==> config.mk <==
export PLATFORM = sky130hd
export DESIGN_NAME = sa_cache_lease_policy_controller
export DESIGN_NICKNAME = d
export VERILOG_FILES = /design/src/rtl/sa_cache_lease_policy_controller.sv
export SDC_FILE = /design/constraint.sdc
export NUM_CORES = 2
export LEC_CHECK = 0
export CAP_MARGIN = 25
export CORE_MARGIN = 2
export CORE_UTILIZATION = 60
export CTS_BUF_LIST = sky130_fd_sc_hd__clkbuf_2
export DETAILED_ROUTE_END_ITERATION = 6
export HOLD_SLACK_MARGIN = 0.08
export PLACE_DENSITY = 0.78
export SYNTH_ARGS = -nofsm -noshare
export SYNTH_HDL_FRONTEND = slang
export SYNTH_SLANG_ARGS = --single-unit
==> constraint.sdc <==
create_clock -name clock_i -period 4.4 [get_ports clock_i]
set_input_delay 1.32 -clock clock_i [delete_from_list [all_inputs] [get_ports clock_i]]
set_output_delay 1.32 -clock clock_i [all_outputs]
set_load 0.05 [all_outputs]
==> src/rtl/sa_cache_lease_policy_controller.sv <==
// sa_cache_lease_policy_controller
// Lease-based victim selection for an N_SETS x N_WAYS set-associative cache.
// Every line carries a lease counter that decays on each serviced access; on
// a miss the victim within the addressed set is chosen by cold fill first,
// then the lowest expired way, then a fallback way.
// Optional build macro: LEASE_MIN_EVICT_EN -- fallback picks the way with the
// smallest remaining lease instead of the 9-bit LFSR (x^9 + x^5 + 1).
module sa_cache_lease_policy_controller #(
   parameter int unsigned N_SETS    = 16,
   parameter int unsigned N_WAYS    = 8,
   parameter int unsigned LEASE_BW  = 10,
   parameter logic [8:0]  LFSR_SEED = 9'h155,
   localparam int unsigned SET_W    = (N_SETS > 1) ? $clog2(N_SETS) : 1,
   localparam int unsigned WAY_W    = $clog2(N_WAYS),
   localparam int unsigned N_LINES  = N_SETS * N_WAYS
) (
   input  logic                clock_i,
   input  logic                resetn_i,
   input  logic                con_wren_i,
   input  logic [31:0]         con_data_i,
   input  logic [SET_W-1:0]    set_i,
   input  logic [WAY_W-1:0]    way_i,
   input  logic                hit_i,
   input  logic                miss_i,
   input  logic [LEASE_BW-1:0] lease_i,
   input  logic                lease_hit_i,
   output logic                done_o,
   output logic [WAY_W-1:0]    way_o,
   output logic                swap_o,
   output logic                expired_o,
   output logic                expired_multi_o,
   output logic                default_o,
   output logic [N_LINES-1:0]  eviction_bits_o
);

   localparam int unsigned    LINE_W   = $clog2(N_LINES);
   localparam logic [SET_W-1:0] SET_MASK = SET_W'(N_SETS - 1);

   typedef enum logic {
      S_IDLE    = 1'b0,
      S_REPLACE = 1'b1
   } state_t;

   state_t                         r_state;
   logic [LEASE_BW-1:0]            r_lease [N_LINES];
   logic [LEASE_BW-1:0]            r_default;
   logic [LEASE_BW-1:0]            r_sav_lease;
   logic [SET_W-1:0]               r_sav_set;
   logic                           r_follow;
   logic [N_SETS-1:0][WAY_W-1:0]   r_fill;
   logic [N_SETS-1:0]              r_full;
   logic [8:0]                     r_lfsr;

   logic [SET_W-1:0]               w_set_in;
   logic [LEASE_BW-1:0]            w_eff;
   logic                           w_idle_miss;
   logic                           w_idle_hit;
   logic                           w_do_dec;
   logic                           w_wr_en;
   logic [LINE_W-1:0]              w_wr_line;
   logic [LEASE_BW-1:0]            w_wr_val;
   logic [LINE_W-1:0]              w_sav_base;
   logic [LINE_W-1:0]              w_hit_base;
   logic                           w_any_exp;
   logic [WAY_W-1:0]               w_lo_exp;
   logic [WAY_W-1:0]               w_hi_exp;
   logic [LEASE_BW-1:0]            w_cur;
   logic [8:0]                     w_lfsr_next;
   logic                           w_unused_con;
`ifdef LEASE_MIN_EVICT_EN
   logic [WAY_W-1:0]               w_min_way;
   logic [LEASE_BW-1:0]            w_min_val;
`endif

   // Only the low LEASE_BW config bits carry the default lease.
   assign w_unused_con = ^con_data_i[31:LEASE_BW];

   assign w_set_in    = set_i & SET_MASK;
   assign w_eff       = lease_hit_i ? lease_i : r_default;
   assign w_idle_miss = (r_state == S_IDLE) && miss_i;
   assign w_idle_hit  = (r_state == S_IDLE) && hit_i && !miss_i;
   assign w_sav_base  = LINE_W'(r_sav_set) << WAY_W;
   assign w_hit_base  = LINE_W'(w_set_in) << WAY_W;
   assign w_lfsr_next = {r_lfsr[7:0], r_lfsr[8] ^ r_lfsr[4]};

   // A follow-up hit installs the saved lease without decay; a plain hit
   // decays everything and renews the referenced line with the effective lease.
   assign w_do_dec  = w_idle_miss || (w_idle_hit && !r_follow);
   assign w_wr_en   = w_idle_hit;
   assign w_wr_line = r_follow ? (w_sav_base | LINE_W'(way_i))
                               : (w_hit_base | LINE_W'(way_i));
   assign w_wr_val  = r_follow ? r_sav_lease : w_eff;

   // Per-line lease counters: renewal takes priority over saturating decay.
   for (genvar g = 0; g < N_LINES; g++) begin : g_line
      always_ff @(posedge clock_i or negedge resetn_i) begin
         if (!resetn_i) begin
            r_lease[g] <= '0;
         end else if (w_wr_en && (w_wr_line == LINE_W'(g))) begin
            r_lease[g] <= w_wr_val;
         end else if (w_do_dec && (r_lease[g] != '0)) begin
            r_lease[g] <= r_lease[g] - LEASE_BW'(1);
         end
      end
      assign eviction_bits_o[g] = (r_lease[g] == '0);
   end

   // Scan the saved set for expired ways (lowest/highest) and the minimum lease.
   always_comb begin
      w_any_exp = 1'b0;
      w_lo_exp  = '0;
      w_hi_exp  = '0;
      w_cur     = '0;
`ifdef LEASE_MIN_EVICT_EN
      w_min_way = '0;
      w_min_val = '1;
`endif
      for (int unsigned w = 0; w < N_WAYS; w++) begin
         w_cur = r_lease[w_sav_base | LINE_W'(w)];
         if (w_cur == '0) begin
            if (!w_any_exp) begin
               w_lo_exp = WAY_W'(w);
            end
            w_hi_exp  = WAY_W'(w);
            w_any_exp = 1'b1;
         end
`ifdef LEASE_MIN_EVICT_EN
         if ((w == 0) || (w_cur < w_min_val)) begin
            w_min_val = w_cur;
            w_min_way = WAY_W'(w);
         end
`endif
      end
   end

   // Control FSM: miss handling, one-cycle victim selection, registered outputs.
   always_ff @(posedge clock_i or negedge resetn_i) begin
      if (!resetn_i) begin
         r_state         <= S_IDLE;
         r_default       <= '0;
         r_sav_lease     <= '0;
         r_sav_set       <= '0;
         r_follow        <= 1'b0;
         r_fill          <= '0;
         r_full          <= '0;
         r_lfsr          <= LFSR_SEED;
         done_o          <= 1'b0;
         way_o           <= '0;
         swap_o          <= 1'b0;
         expired_o       <= 1'b0;
         expired_multi_o <= 1'b0;
         default_o       <= 1'b0;
      end else begin
         expired_o       <= 1'b0;
         expired_multi_o <= 1'b0;
         default_o       <= 1'b0;
         if (con_wren_i) begin
            r_default <= con_data_i[LEASE_BW-1:0];
         end
         unique case (r_state)
            S_IDLE: begin
               if (miss_i) begin
                  default_o <= !lease_hit_i;
                  if (w_eff != '0) begin
                     r_sav_lease <= w_eff;
                     r_sav_set   <= w_set_in;
                     r_follow    <= 1'b1;
                     done_o      <= 1'b0;
                     swap_o      <= 1'b1;
                     r_state     <= S_REPLACE;
                  end else begin
                     done_o <= 1'b1;
                     swap_o <= 1'b0;
                  end
               end else if (hit_i) begin
                  if (r_follow) begin
                     r_follow <= 1'b0;
                  end else begin
                     default_o <= !lease_hit_i;
                  end
               end
            end
            S_REPLACE: begin
               if (!r_full[r_sav_set]) begin
                  way_o             <= r_fill[r_sav_set];
                  r_fill[r_sav_set] <= r_fill[r_sav_set] + WAY_W'(1);
                  if (r_fill[r_sav_set] == WAY_W'(N_WAYS - 1)) begin
                     r_full[r_sav_set] <= 1'b1;
                  end
               end else if (w_any_exp) begin
                  way_o           <= w_lo_exp;
                  expired_o       <= 1'b1;
                  expired_multi_o <= (w_lo_exp != w_hi_exp);
               end else begin
`ifdef LEASE_MIN_EVICT_EN
                  way_o  <= w_min_way;
`else
                  way_o  <= r_lfsr[WAY_W:1];
                  r_lfsr <= w_lfsr_next;
`endif
               end
               done_o  <= 1'b1;
               r_state <= S_IDLE;
            end
            default: r_state <= S_IDLE;
         endcase
      end
   end

endmodule

## Word-level counts from Yosys, hierarchy flattened

Index checks and enable logic that the tools add are counted.
W data, S select, Z words.

| word-level totals | value |
|---|---|
| bits in registers | 1387 |
| latch bits | 0 |
| memory bits (writable) | 0 |
| memory bits (read-only) | 0 |
| input port bits | 55 |
| output and inout bits | 136 |
| word-level logic and storage cells | 1450 |
| memories kept | 0 |

| operators by class | value |
|---|---|
| $add $sub $neg | 129 |
| $mul | 0 |
| divide/modulo/power cells | 0 |
| $lt $le $gt $ge | 10 |
| equality and inequality tests | 131 |
| shift-type cells | 0 |
| muxes and demuxes | 342 |
| bitwise logic cells | 15 |
| reduce and logical (&&, ||, !) cells | 666 |

Operator list:

| kind | number |
|---|---|
| $mux W10 | 274 |
| $logic_not A10 Y1 | 136 |
| $reduce_bool A10 Y1 | 129 |
| $sub A10 B1 Y10 const B | 128 |
| $bmux W10 S7 | 8 |
| $eq A7 B7 Y1 const B | 64 |
| $logic_and A1 B1 Y1 | 261 |
| $reduce_bool A2 Y1 | 129 |
| $eq A7 B6 Y1 const B | 32 |
| $eq A7 B5 Y1 const B | 16 |
| $mux W3 | 22 |
| $ge A8 B8 Y1 const B | 8 |
| $not A7 Y8 | 8 |
| $eq A7 B4 Y1 const B | 8 |
| $bwmux W48 | 1 |
| $mux W1 | 30 |
| $eq A7 B3 Y1 const B | 4 |
| $or A16 B16 Y16 | 1 |
| $eq A7 B2 Y1 const B | 2 |
| $or A7 B3 Y7 | 2 |
| $bmux W3 S4 | 1 |
| $demux W3 S4 | 1 |
| $reduce_and A3 Y1 | 4 |
| $eq A7 B1 Y1 const B | 1 |
| 17 further kinds | 23 |

## Logic depth before layout (Yosys ltp)

| logic depth | value |
|---|---|
| depth in word-level cells | 24 |
| depth in mapped cells | 17 |
| gate-level depth less buffers | 11 |

## Worst setup path before layout

OpenSTA, ideal clock, no wires.

| path | value |
|---|---|
| path kind | flip-flop to output port |
| start point | register r_lease[1012] (netlist name) |
| end point | output eviction_bits_o[26] |
| arrival time | 2.880 ns |
| required time | 3.080 ns |
| path slack | 0.200 ns |
| stages on the path, launching flop included | 4 |
| buffers on the path | 0 |
| cells stage by stage | dfrtp_1 > nor4_1 > nand2_1 > nor4b_1 |

| between the ends | value |
|---|---|
| cells in the longest elaborated chain, start to end | 1 |

RTL lines:

| item | line | source |
|---|---|---|
| from (decl) | 45 | `logic [LEASE_BW-1:0] r_lease [N_LINES];` |
| from (signal, indexed assignment) | 100 | `r_lease[g] <= w_wr_val;` |
| from (signal, indexed assignment) | 102 | `r_lease[g] <= r_lease[g] - LEASE_BW'(1);` |
| $logic_not A10 Y1 | 105 | `assign eviction_bits_o[g] = (r_lease[g] == '0);` |
| to (decl) | 33 | `output logic [N_LINES-1:0] eviction_bits_o` |

No other way between the ends.

## Final worst setup path

| path | value |
|---|---|
| start point | register r_lease[233] (netlist name) |
| end point | output eviction_bits_o[104] |

The elaborated chain is that of the path after synthesis.

==> metrics.cfg <==
[status]
status = finished with violations
failed_checks = design-rule violations, negative setup slack

[clock_tree]
htreeDepth = 5
cts_root_buf = clkbuf_2
cts_made_buffers = 369
clockBufferDepth = 4
cts_tree = done
clk_pin_slew_ns = 0.11
clock_latency_ns = 1.81
clock-sinks = 1387

[timing]
fmax_mhz = 196.1
grt_setup_unrepaired = true
setup_violations = 98
fin_crit_sh_pct = 115.9
drv_slew = 0
finalClockSkew_ns = 0.1691
setup_ws_ns = -0.6987
min_period_ns = 5.099
tightest_slew_ns = 1.211
hold_viol_final = 0
whs_ns = 0.2071
fin_setup_tns_ns = -16.35
maxSlewHeadroom_pct = 19.28

[finish]
drive_gt1_share_pct = 22.13
fin_nets = 10190
syn_to_final_growth_pct = 21.66
finalInstanceArea_mm2 = 0.09390

[synth]
yosysWarnings = 0
avgSynthCellArea_um2 = 8.631
synth_edf_count = 0
synth_top_area_share_pct = 44.81
syn-num-nets = 9127
synthTopCellsByArea = dfrtp_1 45%, xnor2_1 7.4%, nor2_1 5.9%
yosys.area.top_type = dfrtp_1
async_flop_share_pct = 100.0
synth_common_cells = 1,382 x dfrtp_1, 1,212 x nor2_1, 1,102 x nand2_1
synth_area_mm2 = 0.07718
ys.flop_type = dfrtp_1
synth_cell_types = 89
ys_seq_elements = 1387
syn_inst = 8942
yosysMostFrequentCell = dfrtp_1
yosysSeqAreaShare_pct = 44.98

[setup_path]
rr_endpoint = r_lfsr[7]$_DFFE_PN0P_
r2r_slack_ns = 0.04
cp.required_ns = 3.08
crit_arrival_ns = 3.78
r2r_start = r_lease[746]$_DFFE_PN0P_
crit_path_max_fanout = 2
crit_type = reg2out
start_kind = register
reg2reg_depth = 25
end_kind = output pin

[grt]
grt_pass1_wl_um = 384500
globalRouteOverflowTotal = 0
grt_pass1_vias = 71440
grtUsageTotal_pct = 37.01
grt_max_degree = 117
antenna_found_initial = 9

[min_path]
whs_endpoint = r_sav_set[1]$_DFFE_PN0P_
holdPathStages = 3
hold_class = in2reg
min_from = set_i[1]

[power]
switching_power_uw = 26100
power_frac_comb_pct = 45.1
leakage_uw = 0.04225
switching_share_pct = 42.65
vdd_ir_drop_max_mv = 0.3582
powerDensity_mw_per_mm2 = 651.9
internal_power_uw = 35110
clkPwrFrac_pct = 14.4
power_frac_seq_pct = 40.5

[drt]
ant_nets = 0
num_vias = 72890
first_pass_iters = 7
routedWlPerCell_um = 20.88
wirelength_um = 249000
vias_per_cell = 6.113
drt-initial-drc-count = 8154
drc = 2

[placement]
port_buffers = 168
dpl.hpwl_um = 147000
dpl-instance-area_mm2 = 0.08218
gp_congestion = 0.9215

[floorplanning]
die_y_um = 362.6
num_io_pins = 191
start_util_pct = 60.44
core_region_area_mm2 = 0.1277
die_x_um = 362.6
dieArea_mm2 = 0.1315
core.rowCount = 131

[run]
cap_violations = 0

## power groups by stage
stage	Combinational (uW)	Sequential, uW	Clock (uW)
floorplan	15700	23200	0
global placement	19700	24100	0
detailed placement	20800	24500	0
CTS	25800	24200	8910
global route	30300	25400	9610
finish	27600	24800	8820
## what timing repair did
| item | 4_1_cts | 5_1_grt |
|---|---|---|
| setup buffers | 567 | 122 |
| endpoints found under the setup margin | 133 | 128 |
| endpoints found under the hold margin | 482 | 0 |
| gates resized for setup | 1489 | 102 |
| hold buffers | 1 | 0 |
| gates cloned | 0 | 1 |
| pin swaps | 265 | 174 |
## final cells by class
| type | count | area (um2) |
|---|---|---|
| Timing Repair Buffer | 1145 | 10180 |
| Sequential cell | 1387 | 34780 |
| Clock buffer | 533 | 2668 |
| Fill cell | 8811 | 33790 |
| Multi-Input combinational cell | 6795 | 42620 |
| Antenna cell | 15 | 37.54 |
| Inverter | 308 | 1166 |
| Clock inverter | 79 | 364.1 |
| Tap cell | 1662 | 2079 |
## metal layers
metal,GRT usage (%),share of wire (%),vias to the layer above
li1,-,-,32980
met1,46.10,37,35150
met2,58.55,46,3729
met3,7.849,9.9,1025
met4,24.16,6.8,4
met5,0,0.0092,-
## placed cells by master, fill, tap and decap left out, types with 34 or more instances in the layout
cell	Yosys	layout
dfrtp_1	1382	1337
nor2_1	1212	1189
nand2_1	1102	1092
buf_4	1	924
o21ai_0	735	735
xnor2_1	648	648
a21oi_1	640	637
clkbuf_2	0	533
xor2_1	411	411
nor3_1	417	371
inv_1	306	288
nor4_1	272	209
nand3_1	190	190
ha_1	130	123
buf_8	0	89
or4_4	2	87
mux2_2	70	67
or3_1	97	63
clkinv_1	0	62
nor4_4	1	61
nand2b_1	58	58
o211ai_1	54	54
buf_12	0	53
mux2i_1	55	44
dfrtp_2	0	43
o21a_1	42	42
buf_6	0	38
a31oi_1	36	36
a211oi_1	36	35
or3_4	0	34
clkdlybuf4s50_1	0	34
## per-stage QoR
stage / utilization [%] / setup WS (ns) / cells / total power [uW]
global placement: 64.34 / -0.09487 / 10600 / 43840
floorplan: - / 0.2001 / 8942 / 38900
finish: 73.54 / -0.6987 / 11920 / 61210
global route: 73.53 / -0.8156 / 11920 / 65300
detailed placement: 64.36 / -0.01841 / 10610 / 45240
CTS: 72.38 / -0.7658 / 11790 / 58920
## state kept, by name (all words and copies together) (netlist names)
signal,count
r_lfsr,9
r_sav_set,4
way_o,3
swap_o,1
r_full,16
r_state,1
r_fill,48
r_lease,1280
done_o,1
expired_o,1
r_follow,1
r_default,10
default_o,1
r_sav_lease,10
expired_multi_o,1
## worst max-delay path by stage
stage / start / to / slack, ns / cells after the start
2_1_floorplan: r_lease[1012]$_DFFE_PN0P_ / eviction_bits_o[26] / 0.20 / 3
3_3_place_gp: set_i[0] / r_lease[841]$_DFFE_PN0P_ / -0.09 / 7
3_5_place_dp: set_i[3] / r_lease[625]$_DFFE_PN0P_ / -0.02 / 7
4_1_cts: r_lease[233]$_DFFE_PN0P_ / eviction_bits_o[104] / -0.77 / 5
5_1_grt: r_lease[233]$_DFFE_PN0P_ / eviction_bits_o[104] / -0.82 / 5
6_report: r_lease[233]$_DFFE_PN0P_ / eviction_bits_o[104] / -0.70 / 5
## kinds of logic (layout without fill, tap and decap cells)
logic type	count (synthesis)	after routing	synth area share, %
flip-flops	1387	1387	44.98
buffers and inverters	761	2065	3.737
AND/OR/NAND/NOR	3757	3758	22.60
XOR/XNOR	1059	1059	12.02
multiplexers	153	153	2.420
adder cells (fa/ha/maj)	130	130	2.108
other	0	15	0
AO/OA/AOI/OAI	1695	1695	12.13
## worst max-delay path: stages, from the launching register on
cell and delay, ns:
dfrtp_1 0.41, or3_4 0.40, or4_4 0.43, or4b_4 0.51, inv_2 0.08, buf_8 0.14
Note: power is estimated with default switching activity, not from simulation.
